[src/rtl/inst_seq_pkg.sv]
// Shared types and default widths for the instruction loop sequencer.
package inst_seq_pkg;

   typedef enum logic {
      IDLE = 1'b0,
      RUN  = 1'b1
   } seq_state_e;

   localparam int unsigned DefInstWidth    = 32;
   localparam int unsigned DefNumInsts     = 64;
   localparam int unsigned DefLoopCntWidth = 16;

endpackage

[src/rtl/inst_mem_regfile.sv]
// Program store: synchronous write, combinational read, no reset on contents.
module inst_mem_regfile #(
   parameter int unsigned InstWidth = 32,
   parameter int unsigned NumInsts  = 64,
   parameter int unsigned AddrWidth = $clog2(NumInsts)
) (
   input  logic                 clk_i,
   input  logic                 wr_en_i,
   input  logic [AddrWidth-1:0] wr_addr_i,
   input  logic [InstWidth-1:0] wr_data_i,
   input  logic [AddrWidth-1:0] rd_addr_i,
   output logic [InstWidth-1:0] rd_data_o
);

   logic [InstWidth-1:0] mem_q [NumInsts];

   always_ff @(posedge clk_i) begin
      if (wr_en_i) begin
         mem_q[wr_addr_i] <= wr_data_i;
      end
   end

   assign rd_data_o = mem_q[rd_addr_i];

endmodule

[src/rtl/inst_loop_sequencer.sv]
// Fetches instructions from a local program store and streams them to the
// decoder, with one hardware loop region of programmable iteration count.
module inst_loop_sequencer
   import inst_seq_pkg::*;
#(
   parameter int unsigned InstWidth    = DefInstWidth,
   parameter int unsigned NumInsts     = DefNumInsts,
   parameter int unsigned AddrWidth    = $clog2(NumInsts),
   parameter int unsigned LoopCntWidth = DefLoopCntWidth
) (
   input  logic                    clk_i,
   input  logic                    rst_ni,
   input  logic                    start_i,
   input  logic                    clr_i,
   input  logic                    inst_wr_en_i,
   input  logic [AddrWidth-1:0]    inst_wr_addr_i,
   input  logic [InstWidth-1:0]    inst_wr_data_i,
   input  logic [AddrWidth-1:0]    cfg_last_addr_i,
   input  logic                    cfg_loop_en_i,
   input  logic [AddrWidth-1:0]    cfg_loop_start_i,
   input  logic [AddrWidth-1:0]    cfg_loop_end_i,
   input  logic [LoopCntWidth-1:0] cfg_loop_count_i,
   output logic [InstWidth-1:0]    inst_o,
   output logic                    inst_valid_o,
   input  logic                    inst_ready_i,
   output logic [AddrWidth-1:0]    pc_o,
   output logic [LoopCntWidth-1:0] loop_iter_o,
   output logic                    busy_o,
   output logic                    done_o
);

   seq_state_e              state_q, state_d;
   logic [AddrWidth-1:0]    pc_q, pc_d;
   logic [LoopCntWidth-1:0] iter_q, iter_d;
   logic                    done_q, done_d;
   logic                    cfg_load;

   logic [AddrWidth-1:0]    last_addr_q, loop_start_q, loop_end_q;
   logic                    loop_en_q;
   logic [LoopCntWidth-1:0] loop_count_q;

   logic                    mem_wr_en;
   logic                    handshake;
   logic [LoopCntWidth:0]   iter_inc;
   logic [LoopCntWidth:0]   count_eff;
   logic                    loop_back;

   assign mem_wr_en = inst_wr_en_i & (state_q == IDLE);

   inst_mem_regfile #(
      .InstWidth (InstWidth),
      .NumInsts  (NumInsts),
      .AddrWidth (AddrWidth)
   ) u_mem (
      .clk_i     (clk_i),
      .wr_en_i   (mem_wr_en),
      .wr_addr_i (inst_wr_addr_i),
      .wr_data_i (inst_wr_data_i),
      .rd_addr_i (pc_q),
      .rd_data_o (inst_o)
   );

   // Counts of 0 and 1 both mean a single body pass; compare one bit wider to avoid overflow.
   assign iter_inc  = {1'b0, iter_q} + {{LoopCntWidth{1'b0}}, 1'b1};
   assign count_eff = (loop_count_q == '0) ? {{LoopCntWidth{1'b0}}, 1'b1}
                                           : {1'b0, loop_count_q};
   assign loop_back = loop_en_q & (pc_q == loop_end_q) & (iter_inc < count_eff);
   assign handshake = (state_q == RUN) & inst_ready_i;

   always_comb begin
      state_d  = state_q;
      pc_d     = pc_q;
      iter_d   = iter_q;
      done_d   = 1'b0;
      cfg_load = 1'b0;
      if (clr_i) begin
         state_d = IDLE;
         pc_d    = '0;
         iter_d  = '0;
      end else if (state_q == IDLE) begin
         if (start_i) begin
            state_d  = RUN;
            pc_d     = '0;
            iter_d   = '0;
            cfg_load = 1'b1;
         end
      end else if (handshake) begin
         // Loop-back wins over completion when the loop ends on the last address.
         if (loop_back) begin
            pc_d   = loop_start_q;
            iter_d = iter_inc[LoopCntWidth-1:0];
         end else if (pc_q == last_addr_q) begin
            state_d = IDLE;
            pc_d    = '0;
            iter_d  = '0;
            done_d  = 1'b1;
         end else begin
            pc_d = pc_q + AddrWidth'(1);
            if (pc_q == loop_end_q) begin
               iter_d = '0;
            end
         end
      end
   end

   always_ff @(posedge clk_i or negedge rst_ni) begin
      if (!rst_ni) begin
         state_q <= IDLE;
         pc_q    <= '0;
         iter_q  <= '0;
         done_q  <= 1'b0;
      end else begin
         state_q <= state_d;
         pc_q    <= pc_d;
         iter_q  <= iter_d;
         done_q  <= done_d;
      end
   end

   // Configuration is captured at start so changes during a run are invisible.
   always_ff @(posedge clk_i or negedge rst_ni) begin
      if (!rst_ni) begin
         last_addr_q  <= '0;
         loop_en_q    <= 1'b0;
         loop_start_q <= '0;
         loop_end_q   <= '0;
         loop_count_q <= '0;
      end else if (cfg_load) begin
         last_addr_q  <= cfg_last_addr_i;
         loop_en_q    <= cfg_loop_en_i;
         loop_start_q <= cfg_loop_start_i;
         loop_end_q   <= cfg_loop_end_i;
         loop_count_q <= cfg_loop_count_i;
      end
   end

   assign inst_valid_o = (state_q == RUN);
   assign busy_o       = (state_q == RUN);
   assign pc_o         = pc_q;
   assign loop_iter_o  = iter_q;
   assign done_o       = done_q;

endmodule

[config.mk]
export PLATFORM = sky130hd
export DESIGN_NAME = inst_loop_sequencer
export DESIGN_NICKNAME = d
export VERILOG_FILES = /design/src/rtl/inst_seq_pkg.sv /design/src/rtl/inst_mem_regfile.sv /design/src/rtl/inst_loop_sequencer.sv
export SDC_FILE = /design/constraint.sdc
export NUM_CORES = 2
export LEC_CHECK = 0
export ABC_AREA = 0
export CAP_MARGIN = 20
export CORE_MARGIN = 10
export CORE_UTILIZATION = 60
export CTS_CLUSTER_DIAMETER = 100
export DETAILED_ROUTE_END_ITERATION = 6
export GPL_ROUTABILITY_DRIVEN = 0
export PLACE_DENSITY_LB_ADDON = 0.12
export SLEW_MARGIN = 10
export SYNTH_ARGS = -nofsm -noshare
export SYNTH_HDL_FRONTEND = slang
export SYNTH_SLANG_ARGS = --single-unit
[constraint.sdc]
create_clock -name clk_i -period 3.7 [get_ports clk_i]
set_input_delay 0.555 -clock clk_i [delete_from_list [all_inputs] [get_ports clk_i]]
set_output_delay 0.555 -clock clk_i [all_outputs]
set_load 0.05 [all_outputs]
---- Word level (Yosys, flattened, before mapping) ----
Memory sizes are Yosys's and may differ from the RTL's.
Index checks and enable logic that the tools add are counted.
cells by class
  divide/modulo/power cells ............... 0
  multiply operators ...................... 0
  bitwise gates (word level) .............. 5
  equal/unequal tests ..................... 4
  shift-type cells ........................ 0
  add/subtract/negate cells ............... 2
  reduce and logical (&&, ||, !) cells .... 4
  mux-type cells .......................... 29
  order comparisons ....................... 1
operator list
  kind                     count
  $mux W16                 8
  $mux W6                  6
  $add A16 B1 Y17 const B  1
  $lt A17 B16 Y1           1
  $logic_not A16 Y1        1
  $mux W1                  15
  $eq A6 B6 Y1             2
  $add A6 B1 Y6 const B    1
  $ne A5 B2 Y1 const B     1
  $and A1 B1 Y1            4
  $ne A3 B2 Y1 const B     1
  $reduce_and A3 Y1        1
  $reduce_bool A3 Y1       1
  $reduce_and A2 Y1        1
  $not A1 Y1               1
storage, ports and cells
  word-level logic and storage cells ...... 55
  bits in writable memories ............... 2,048
  output and inout bits ................... 57
  register bits after elaboration ......... 59
  memory bits (read-only) ................. 0
  latch bits .............................. 0
  memories ................................ 1
memory list
  name         words  bits a word  read ports  clocked after memory_dff  write ports  line                    RTL
  u_mem.mem_q  64     32           1           0                         1            inst_mem_regfile.sv:15  logic [InstWidth-1:0] mem_q [NumInsts];

---- Depth between registers and ports, before layout ----
  depth after elaboration ................. 8
  gate-level depth with buffers ........... 15
  gate-level depth less buffers ........... 14

---- Hierarchy ----
A second synthesis with hierarchy kept.
second synthesis, totals
  cell total of the unflattened synthesis .. 3,632
  area, all modules ....................... 81,165.3 µm²
modules (own cells, without submodules)
  module               instances  cells an instance  area each (µm²)
  inst_mem_regfile     1          3,292              77,874.7
  inst_loop_sequencer  1          340                3,290.7

---- Worst setup path before layout ----
OpenSTA, ideal clock, no wires.
  path kind ............................... register -> register
  start ................................... register iter_q[0], in the netlist loop_iter_o[0]
  end ..................................... register iter_q[4], in the netlist loop_iter_o[4]
  arrival ................................. 3.668 ns
  library setup time ...................... 0.071 ns
  period minus slack after synthesis ...... 3.739 ns
  setup slack ............................. -0.039 ns
  stages on the path, launching flop included .. 16
  required time ........................... 3.629 ns
  cells stage by stage .................... dfrtp_1 > ha_1 > nand3_1 > nor3_1 > nand3_1 > and2_1 > or2_2 > ha_1 > a211oi_1 > o21ai_0 > o211ai_1 > nand4b_1 > o22ai_2 > clkbuf_1 > nand4_1 > nand3_1
between the ends
  word-level cells in the longest chain between the ends .. 7
  elaborated cells between the ends (all ways) .. 9
  classes of those cells .................. 1 x add/sub; 1 x order compare; 1 x eq/ne; 4 x mux; 1 x bitwise; 1 x reduce/logical
RTL lines
  element                   line                        RTL
  start: declaration        inst_loop_sequencer.sv:34   logic [LoopCntWidth-1:0] iter_q, iter_d;
  start signal: assignment  inst_loop_sequencer.sv:115  iter_q <= iter_d;
  $add A16 B1 Y17 (*)       inst_loop_sequencer.sv:64   assign iter_inc = {1'b0, iter_q} + {{LoopCntWidth{1'b0}}, 1'b1};
  $lt A17 B16 Y1            inst_loop_sequencer.sv:67   assign loop_back = loop_en_q & (pc_q == loop_end_q) & (iter_inc < count_eff);
  $and A1 B1 Y1             inst_loop_sequencer.sv:67
  $mux W16                  inst_loop_sequencer.sv:89   if (loop_back) begin
  $mux W16                  inst_loop_sequencer.sv:87   end else if (handshake) begin
  $mux W16                  inst_loop_sequencer.sv:80   end else if (state_q == IDLE) begin
  $mux W16                  inst_loop_sequencer.sv:76   if (clr_i) begin
Every way passes the cells marked *; elsewhere a longest branch is shown, timed or not. The select of a mux whose other input is x is not followed.
A chain may end at the register's enable or synchronous reset.

---- Final worst setup path ----
  start ................................... register pc_q[0], in the netlist pc_o[0]
  end ..................................... output inst_o[4]
between the ends
  word-level cells in the longest chain between the ends .. 1
RTL lines
  element                   line                        RTL
  start: declaration        inst_loop_sequencer.sv:33   logic [AddrWidth-1:0] pc_q, pc_d;
  start signal: assignment  inst_loop_sequencer.sv:114  pc_q <= pc_d;
  $mem_v2 Z64 W32           n/a
  end: declaration          inst_loop_sequencer.sv:23   output logic [InstWidth-1:0] inst_o,
No other way between the ends.

==> flow_summary.toml <==
[run_status]
status = "finished with violations"
violations = "negative setup slack"

[logic_synthesis]
synth_cell_type_count = 47
yosys.area.top_type = "edfxtp_1"
netlist_top_cells_count = "2,048 x edfxtp_1, 672 x mux4_2, 84 x nor2_1"
ys_seq_area_share_pct = 77.8
yosysMostFrequentCell = "edfxtp_1"
ys_ff_latch = 2107
synth-main-ff-cell = "edfxtp_1"
syn-cell-area_um2 = 80900
synth_edf_count = 2048
async_flop_share_pct = 2.80
yosysWarnings = 0
synthesis.nets = 3393
avgSynthCellArea_um2 = 24.5
yosys.area.top_type_share_pct = 76.0
synth_area_leaders = "edfxtp_1 76%, mux4_2 19%, dfrtp_1 1.8%, nor2_1 0.39%, clkbuf_1 0.37%"
syn-instance-count = 3297

[die]
rows = 134
die-height_um = 387
initial_core_util_pct = 60.5
die_x_um = 387
core_um2 = 134000
io_pins = 136
die_area_um2 = 150000

[clock_tree]
clkLatencyLatePin_ns = 0.84
clk_path_buf_depth = 3
ctsRootBufferMaster = "clkbuf_16"
htree_num_levels = 4
cts_tree = "done"
cts.sinks = 2107
cts_buffers = 198
cts.clk_slew.worst_paths_ns = 0.07

[min_path]
hold_class = "input pin to register"
min_path_cells = 1
min-delay-start = "inst_wr_data_i[24]"

[sta]
tightest_slew_ns = 1.11
hold_viol = 0
period_minus_slack_ns = 4.30
rsz0062_at_grt = "true"
max_freq_mhz = 233
maxSlewHeadroom_pct = 25.8
period_share_pct = 116
setup_viol = 32
fin_tns_setup_ns = -17.49
slew_viol_final = 0
finalWorstSetupSlack_ns = -0.601
hold_ws_ns = 0.106
fin_skew_ns = 0.0235

[worst_setup_path]
endpoint_kind = "output pin"
rr_worst_depth = 15
cp-startpoint = "pc_o[0]"
setup.worst_path.class = "register to output pin"
cp.required_ns = 3.14
worstReg2RegStart = "loop_iter_o[0]"
arrival_ns = 3.75
reg2reg_slack_ns = 0.20
cp-start-kind = "register"
critPathMaxFanout = 16

[power]
powerDensity_nw_per_um2 = 519
p_leak_nw = 29.1
total_power_mw = 49.1
vdd_drop_max_uv = 535

[final_layout]
syn_to_final_growth_pct = 16.9
drive_gt1_share_pct = 36.0
final_nets = 3843
fin_area_um2 = 94600
instances_no_fill = 5681
nFillCells = 7592
post-route-util_pct = 70.7

[place]
dp_hpwl_um = 117000
portBuffers = 135
dp_cells = 5243
place_area_um2 = 86500
post-place-ws_ns = 0.111

[grt]
grt_max_degree = 75
grt_pass1_vias = 40100
antenna_found_initial = 15
track_usage_pct = 28.4
overflow = 0
grt_pass1_wl_um = 300000

[route]
first_pass_iters = 6
dr.first_iter.drc_count = 5876
wl_per_cell_um = 38.0
ant_nets = 0
viasPerCell = 6.96
drt_wl_total_um = 216000
vias = 39500
drcViolationCount = 0

[run]
drv_cap = 0
-- state kept, by name (all words and copies together), names as in the netlist --
name / count
pc_o: 6
loop_end_q: 6
u_mem.mem_q: 2048
loop_en_q: 1
loop_count_q: 16
loop_start_q: 6
busy_o: 1
last_addr_q: 6
loop_iter_o: 16
done_o: 1
-- power breakdown --
part	total (mW)	internal [mW]	switching, mW	leakage, nW
Sequential	26.4	26.3	0.0751	19.2
Combinational	2.44	1.15	1.29	6.83
Clock	20.2	11.5	8.74	3.12
-- area by class of cell --
cell class	instances	area (µm²)	share of cell area, %
clock buffer	244	5210	5.51
tap	1768	2210	2.34
inverter	18	67.6	0.0714
sequential	2107	63000	66.6
antenna	3	7.51	0.00794
timing repair buffer	420	5180	5.48
multi-input combinational	1002	17700	18.7
clock inverter	119	1240	1.31
-- placed cells by master, fill, tap and decap left out, drive strengths merged, types with 3 or more instances in the layout --
| cell type | count |
|---|---|
| clkinv | 78 |
| nor2b | 6 |
| ha | 17 |
| nand3 | 17 |
| nor2 | 84 |
| xnor2 | 14 |
| mux4 | 672 |
| a211oi | 3 |
| nand3b | 3 |
| edfxtp | 2048 |
| xor2 | 8 |
| bufinv | 21 |
| buf | 336 |
| dfrtp | 59 |
| mux2 | 20 |
| a21oi | 5 |
| nand2 | 55 |
| a22o | 6 |
| o21ai | 21 |
| nor4 | 4 |
| nor3 | 5 |
| clkbuf | 255 |
| diode | 3 |
| and3 | 4 |
| o211ai | 9 |
| clkdlybuf4s50 | 70 |
| inv | 27 |
| or2 | 8 |
| and2 | 8 |
| nand4 | 8 |
| clkinvlp | 11 |
| nor4b | 3 |
-- worst max-delay path: stages (launching register included) --
cell and delay, ns:
dfrtp_4 0.43, buf_12 0.20, buf_16 0.18, buf_12 0.19, mux4_2 0.54, mux4_2 0.53, mux4_2 0.56, buf_4 0.24
-- routing by layer --
layer	GRT usage [%]	share of wire, %	up-vias
met5	0	0.068	-
met2	45.0	49	2624
met4	9.21	3.5	20
met3	6.80	11	422
met1	39.6	36	21300
li1	-	-	15200
-- cell families (layout without fill, tap and decap cells) --
family	after synthesis	in the layout	synth area share (%)
xor+xnor	22	22	0.238
compound gates	57	57	0.479
fa+ha+maj	17	17	0.263
simple gates	213	213	1.21
mux	693	693	19.0
flops	2107	2107	77.8
other cells	0	3	0
buf+inv	188	801	1.00
-- worst paths after layout --
check                                     end
max reg2reg                           pc_o[2]
max in group asynchronous       loop_end_q[1]
min reg2reg                   loop_start_q[3]
min                        u_mem.mem_q[0][24]
max                                 inst_o[4]
min in group asynchronous     loop_count_q[6]
-- what timing repair did --
item	CTS	global route
hold buffers	1	0
hold endpoints to repair	38	0
gates resized for setup	61	38
cloned	8	14
pin swaps	0	0
setup buffers	25	14
endpoints found under the setup margin	32	38
Note: power is estimated with default switching activity, not from simulation.
